**src/rtl/if_fetch_queue.sv**
```systemverilog
// if_fetch_queue: decoupling FIFO of fetch packets between IF and ID.
// Each entry holds {pc, instr, predicted-taken, predicted-target} (97 bits).
// Backpressure (if_ready) depends only on registered occupancy, so there is
// no combinational path from decode back into fetch.
// Optional build macro FETCHQ_BYPASS_EN: an empty queue forwards the incoming
// fetch packet straight to the id_* outputs (zero-cycle latency); a packet
// consumed that way is never written.
module if_fetch_queue #(
  parameter int          DEPTH     = 4,
  parameter logic [31:0] NOP_INSTR = 32'h0000_0013
) (
  input  logic                       clk,
  input  logic                       rst,
  input  logic                       flush,
  input  logic                       if_valid,
  input  logic [31:0]                pc_if,
  input  logic [31:0]                instr_if,
  input  logic                       predictedTaken_if,
  input  logic [31:0]                predictedTarget_if,
  output logic                       if_ready,
  input  logic                       id_ready,
  output logic                       id_valid,
  output logic [31:0]                pc_id,
  output logic [31:0]                instr_id,
  output logic                       predictedTaken_id,
  output logic [31:0]                predictedTarget_id,
  output logic [$clog2(DEPTH+1)-1:0] count
);

  localparam int AW = $clog2(DEPTH);
  localparam int CW = $clog2(DEPTH+1);

  typedef struct packed {
    logic [31:0] pc;
    logic [31:0] instr;
    logic        taken;
    logic [31:0] target;
  } pkt_t;

  pkt_t          mem [DEPTH];
  pkt_t          in_pkt;
  pkt_t          head;
  logic [AW-1:0] wr_ptr;
  logic [AW-1:0] rd_ptr;
  logic          empty;
  logic          byp;
  logic          enq;
  logic          deq;

  assign in_pkt   = '{pc: pc_if, instr: instr_if, taken: predictedTaken_if,
                      target: predictedTarget_if};
  assign empty    = (count == '0);
  assign if_ready = (count != CW'(DEPTH));

`ifdef FETCHQ_BYPASS_EN
  // Forward through an empty queue; gated by reset so reset outputs stay clean.
  assign byp = rst & empty & if_valid & ~flush;
`else
  assign byp = 1'b0;
`endif

  // A bypassed packet taken by decode in the same cycle is not stored.
  assign enq = if_valid & if_ready & ~flush & ~(byp & id_ready);
  assign deq = ~empty & id_ready & ~flush;

  // Entry storage; contents are don't-care while not counted as occupied.
  always_ff @(posedge clk) begin
    if (enq) mem[wr_ptr] <= in_pkt;
  end

  // Pointers and occupancy; flush wins over simultaneous enqueue/dequeue.
  always_ff @(posedge clk or negedge rst) begin
    if (!rst) begin
      wr_ptr <= '0;
      rd_ptr <= '0;
      count  <= '0;
    end else if (flush) begin
      wr_ptr <= '0;
      rd_ptr <= '0;
      count  <= '0;
    end else begin
      if (enq) wr_ptr <= wr_ptr + AW'(1);
      if (deq) rd_ptr <= rd_ptr + AW'(1);
      case ({enq, deq})
        2'b10:   count <= count + CW'(1);
        2'b01:   count <= count - CW'(1);
        default: count <= count;
      endcase
    end
  end

  // Head selection: stored entry, bypassed input, or idle NOP bubble.
  always_comb begin
    head     = '{pc: 32'h0, instr: NOP_INSTR, taken: 1'b0, target: 32'h0};
    id_valid = 1'b0;
    if (!empty) begin
      head     = mem[rd_ptr];
      id_valid = 1'b1;
    end else if (byp) begin
      head     = in_pkt;
      id_valid = 1'b1;
    end
  end

  assign pc_id              = head.pc;
  assign instr_id           = head.instr;
  assign predictedTaken_id  = head.taken;
  assign predictedTarget_id = head.target;

endmodule
```
**config.mk**
```make
export PLATFORM = sky130hd
export DESIGN_NAME = if_fetch_queue
export DESIGN_NICKNAME = d
export VERILOG_FILES = /design/src/rtl/if_fetch_queue.sv
export SDC_FILE = /design/constraint.sdc
export NUM_CORES = 1
export LEC_CHECK = 0
export CAP_MARGIN = 20
export CORE_MARGIN = 2
export CORE_UTILIZATION = 55
export DETAILED_ROUTE_END_ITERATION = 8
export HOLD_SLACK_MARGIN = 0.03
export PLACE_DENSITY = 0.8
export RECOVER_POWER = 50
export SYNTH_ARGS = -nofsm -noshare
export SYNTH_HDL_FRONTEND = slang
export SYNTH_SLANG_ARGS = --single-unit
```
**constraint.sdc**
```tcl
create_clock -name clk -period 4.85 [get_ports clk]
set_clock_uncertainty 0.05 [all_clocks]
set_input_delay 0.97 -clock clk [delete_from_list [all_inputs] [get_ports clk]]
set_output_delay 0.97 -clock clk [all_outputs]
set_load 0.02 [all_outputs]
```
### After elaboration in Yosys (flattened, before gate mapping)

Memories as Yosys holds them, arrays and structs flattened.
Index checks and enable logic that the tools add are counted.

* flip-flop bits (word level): 7
* bits in writable memories: 388
* input port bits: 102
* output and inout port bits: 102
* memories: 1

Memory list
* mem: words 4, width 97, rd ports 1, clocked after memory_dff 0, wr ports 1, line 40 `pkt_t mem [DEPTH];`

* $add $sub $neg: 4
* eq/ne operators: 3
* muxes and demuxes: 10
* bitwise logic cells: 6
* reduce and logical (&&, ||, !) cells: 4

Operators by type and width (count)
* $mux 97: 1
* $mux 2: 4
* $pmux 3 s2: 1
* $add 2x1->2 const B: 2
* $and 1x1->1: 4
* $reduce_bool 2->1: 2
* $add 3x1->3 const B: 1
* $logic_not 3->1: 1
* $mux 1: 3
* $mux 3: 1
* $ne 3x3->1 const B: 1
* $reduce_bool 3->1: 1
* $sub 3x1->3 const B: 1
* $eq 2x1->1 const B: 1
* $eq 2x2->1 const B: 1
* $not 1->1: 2

### Depth between registers and ports, before layout

* depth in word-level cells: 7
* depth in mapped cells: 10
* mapped depth without buffers: 8

### Least setup slack after synthesis

No wires, ideal clock.

* kind: input port to flip-flop
* start: input port if_valid
* end: memory mem[0][0] (netlist bit), enable pin
* library setup time: 0.467 ns
* arrival: 3.816 ns
* data required time: 4.333 ns
* setup slack: 0.517 ns
* cell stages on the path: 4
* path buffers: 1
* path through: clkbuf_1 -> nand2_1 -> nor2_1 -> and2_1

* cells in the longest elaborated chain, start to end: 4

RTL lines
* start, declared: line 15 `input logic if_valid,`
* $and 1x1->1 (2 in a row): line 63 `assign enq = if_valid & if_ready & ~flush & ~(byp & id_ready);`
* $mux 1: line 68 `if (enq) mem[wr_ptr] <= in_pkt;`
* $mux 1 (implied by the code): line 68
* end, declared: line 40

No other way between the ends.

### Final worst setup path

* start: register count[0]
* end: output port pc_id[4]

* cells in the longest elaborated chain, start to end: 2

RTL lines
* start, declared: line 27 `output logic [$clog2(DEPTH+1)-1:0] count`
* start signal, assigned: line 85 `2'b10: count <= count + CW'(1);`
* start signal, assigned: line 86 `2'b01: count <= count - CW'(1);`
* start signal, assigned: line 87 `default: count <= count;`
* $logic_not 3->1: line 52 `assign empty = (count == '0);`
* $mux 97: line 96 `if (!empty) begin`
* end, declared: line 23 `output logic [31:0] pc_id,`

No other way between the ends.

==> metrics.cfg <==
[status]
outcome=finished, violations left
violations=capacitance limit, slew limit

[timing]
post-route-period-util_pct=84.5
tns_ps=0
hold_viol=0
period_minus_slack_ps=4100
final-max-slew-violation-count=64
slew_headroom_pct=-21.9
timing.fmax_mhz=244
rsz0062_at_grt=false
setup_violations=0
worst_slew_pin_slew_ps=1830

[placed_design]
place.gp.congestion=0.686
portBuffers=203
post-dp-hpwl_um=17800

[hold_path]
hp-class=reg -> reg
hold_depth=2
holdPathEnd=wr_ptr[1]
min_from=wr_ptr[1]

[finish]
final_common_cell=edfxtp_1
fin_nets=1009
area_delta_synth_final_pct=25.2
drive_gt1_share_pct=18.8
final_cell_mix=388 x edfxtp_1, 104 x clkdlybuf4s50_1, 99 x dlygate4sd3_1, 97 x mux4_2, 96 x and2_1

[synth]
yosys.area.top_type_share_pct=76.9
syn_nets=785
synth_area_leaders=edfxtp_1 77%, mux4_2 14%, and2_1 4.0%
synth.distinct_cells=33
synth_area_leader_cell=edfxtp_1
synth_seq_cells=395
ys_seq_area_share_pct=78.1
yosys_warnings=0
netlist_instances=678
syn_avg_cell_area_um2=22.3
syn_area_um2=15200

[floorplanning]
die_h_um=170
die_width_um=170
rows=60
core_area_um2=27000
die-area_um2=28900
start_util_pct=56.1
io_pins=204

[drt]
dr.pass1.iters=5
vias=7306
wirelength_um=29100
drc=0
drt_iter0_drc=747
antenna_left=0
vias_per_cell=5.72
routedWlPerCell_um=22.8

[clock_network]
cts_buffers=40
cts-root-buf=clkbuf_16
hold_buffers=0
clkTransAtPathRegs_ps=50
cts_setup_buffers=0
cts_num_sinks=395
clk_path_buf_depth=3
ctsResizeCount=0
cts_htree_levels=2
clock_latency_ps=510
cts_tree=built

[global_route]
overflow=0
grtUsageTotal_pct=20.5
antenna_found_initial=10
grt_max_degree=54
first_global_vias=7786
grt_first_pass_wirelength_um=44100

[critical_path]
worstPathRequired_ps=3830
worstSetupEndpointType=output port
crit_path_top_delay_cell=clkdlybuf4s50_1
reg2reg_slack_ps=1420
crit_chain=nor3_1, inv_2, buf_4, and2_1, clkdlybuf4s50_1
cp_max_fo=43
critPathKind=reg -> out
worstReg2RegEnd=mem[0][32]
critPathArrivalTime_ps=3080
ff2ff_path_depth=5
start_kind=flip-flop
slowest_delay_ps=690
rr_startpoint=count[0]

[run]
maxCapViolations=2

[power]
finalPower_w=0.00800
power.share.clock_pct=38.2
powerDensity_nw_per_um2=422
switching_share_pct=22.0
p_leak_nw=6.05
p_seq_share_pct=48.9
p_sw_w=0.00176
comb_power_share_pct=12.9
intPower_w=0.00624
vdd_drop_max_mv=0.372

[metrics by stage]
step | instances | hold slack (ps) | setup slack, ps | util [%] | instance area, um^2
3_3_place_gp | 1201 | 516 | 1330 | 65.3 | 17600
6_report | 1278 | 537 | 754 | 70.2 | 19000
5_1_grt | 1273 | 572 | 551 | 70.1 | 18900
3_5_place_dp | 1201 | 530 | 1290 | 65.3 | 17600
4_1_cts | 1270 | 542 | 724 | 70.1 | 19000
2_1_floorplan | 678 | 493 | 517 | - | 15200
[critical path: cells and delay by family, from the launching register on]
family | cells | cell delay [ps]
buffers and inverters | 3 | 1580
flip-flops | 1 | 540
AND/OR/NAND/NOR | 2 | 410
[layout make-up]
class                   count  area (um^2)
well taps                 341          427
clock buffers              47         1050
repair buffers            218         2230
multi-input cells         244         3120
clock inverters            22          265
flip-flops and latches    395        11800
inverters                   3         11.3
fillers                  1644         8060
diodes                      8         20.0
[flip-flops by register name (all words and copies together), names as in the netlist]
register,count
rd_ptr,2
count,3
wr_ptr,2
mem,388
[worst max-delay path by stage]
stage,slack [ps],end,start,depth (start not counted)
2_1_floorplan,520,mem[0][0],if_valid,4
3_3_place_gp,1330,instr_id[9],count[0],5
3_5_place_dp,1290,instr_id[5],count[0],5
4_1_cts,720,instr_id[9],count[0],5
5_1_grt,550,instr_id[9],count[0],5
6_report,750,pc_id[4],count[0],5
[cell usage after synthesis]
master and count:
nor3b_1 1, buf_2 14, ha_1 4, nand3_1 4
or3b_1 1, nand2b_1 1, and2_1 98, mux4_2 97
o221ai_1 1, o21bai_1 1, inv_1 3, nand3b_1 1
a21o_1 1, a21oi_1 3, buf_8 2, nor3_1 2
nand2_1 6, or2_1 3, xnor2_1 2, or3_1 1
buf_6 1, fa_1 1, nor2_1 8, xor2_1 2
clkbuf_1 18, a31oi_1 1, o21ai_0 2, buf_4 1
dfrtp_1 7, edfxtp_1 388, mux2_2 1, nor3_2 1
o311a_1 1
[power by group through the flow]
| stage | registers [W] | logic [W] | clock network (W) |
|---|---|---|---|
| after floorplan | 0.00397 | 0.000599 | 0 |
| after global placement | 0.00398 | 0.00104 | 0 |
| after detailed placement | 0.00398 | 0.00106 | 0 |
| after global routing | 0.00392 | 0.00110 | 0.00323 |
| after CTS | 0.00391 | 0.00106 | 0.00312 |
| final | 0.00391 | 0.00103 | 0.00306 |
[metal layers]
layer	vias to the layer above	GRT usage (%)	wire length (um)
met4	8	4.61	379
met5	-	0	53
li1	3214	-	-
met1	3789	27.1	11900
met3	45	5.93	2200
met2	250	34.2	14600
[cells by family after synthesis]
kind of cell / Yosys count / synth area share, %
muxes: 98 / 14.5
and+or+nand+nor: 127 / 5.02
DFF: 395 / 78.1
buffers and inverters: 39 / 1.30
xor gates and xnor gates: 4 / 0.231
AOI/OAI and AO/OA: 10 / 0.429
adders and majority gates: 5 / 0.462
(Power assumes the default switching activity.)
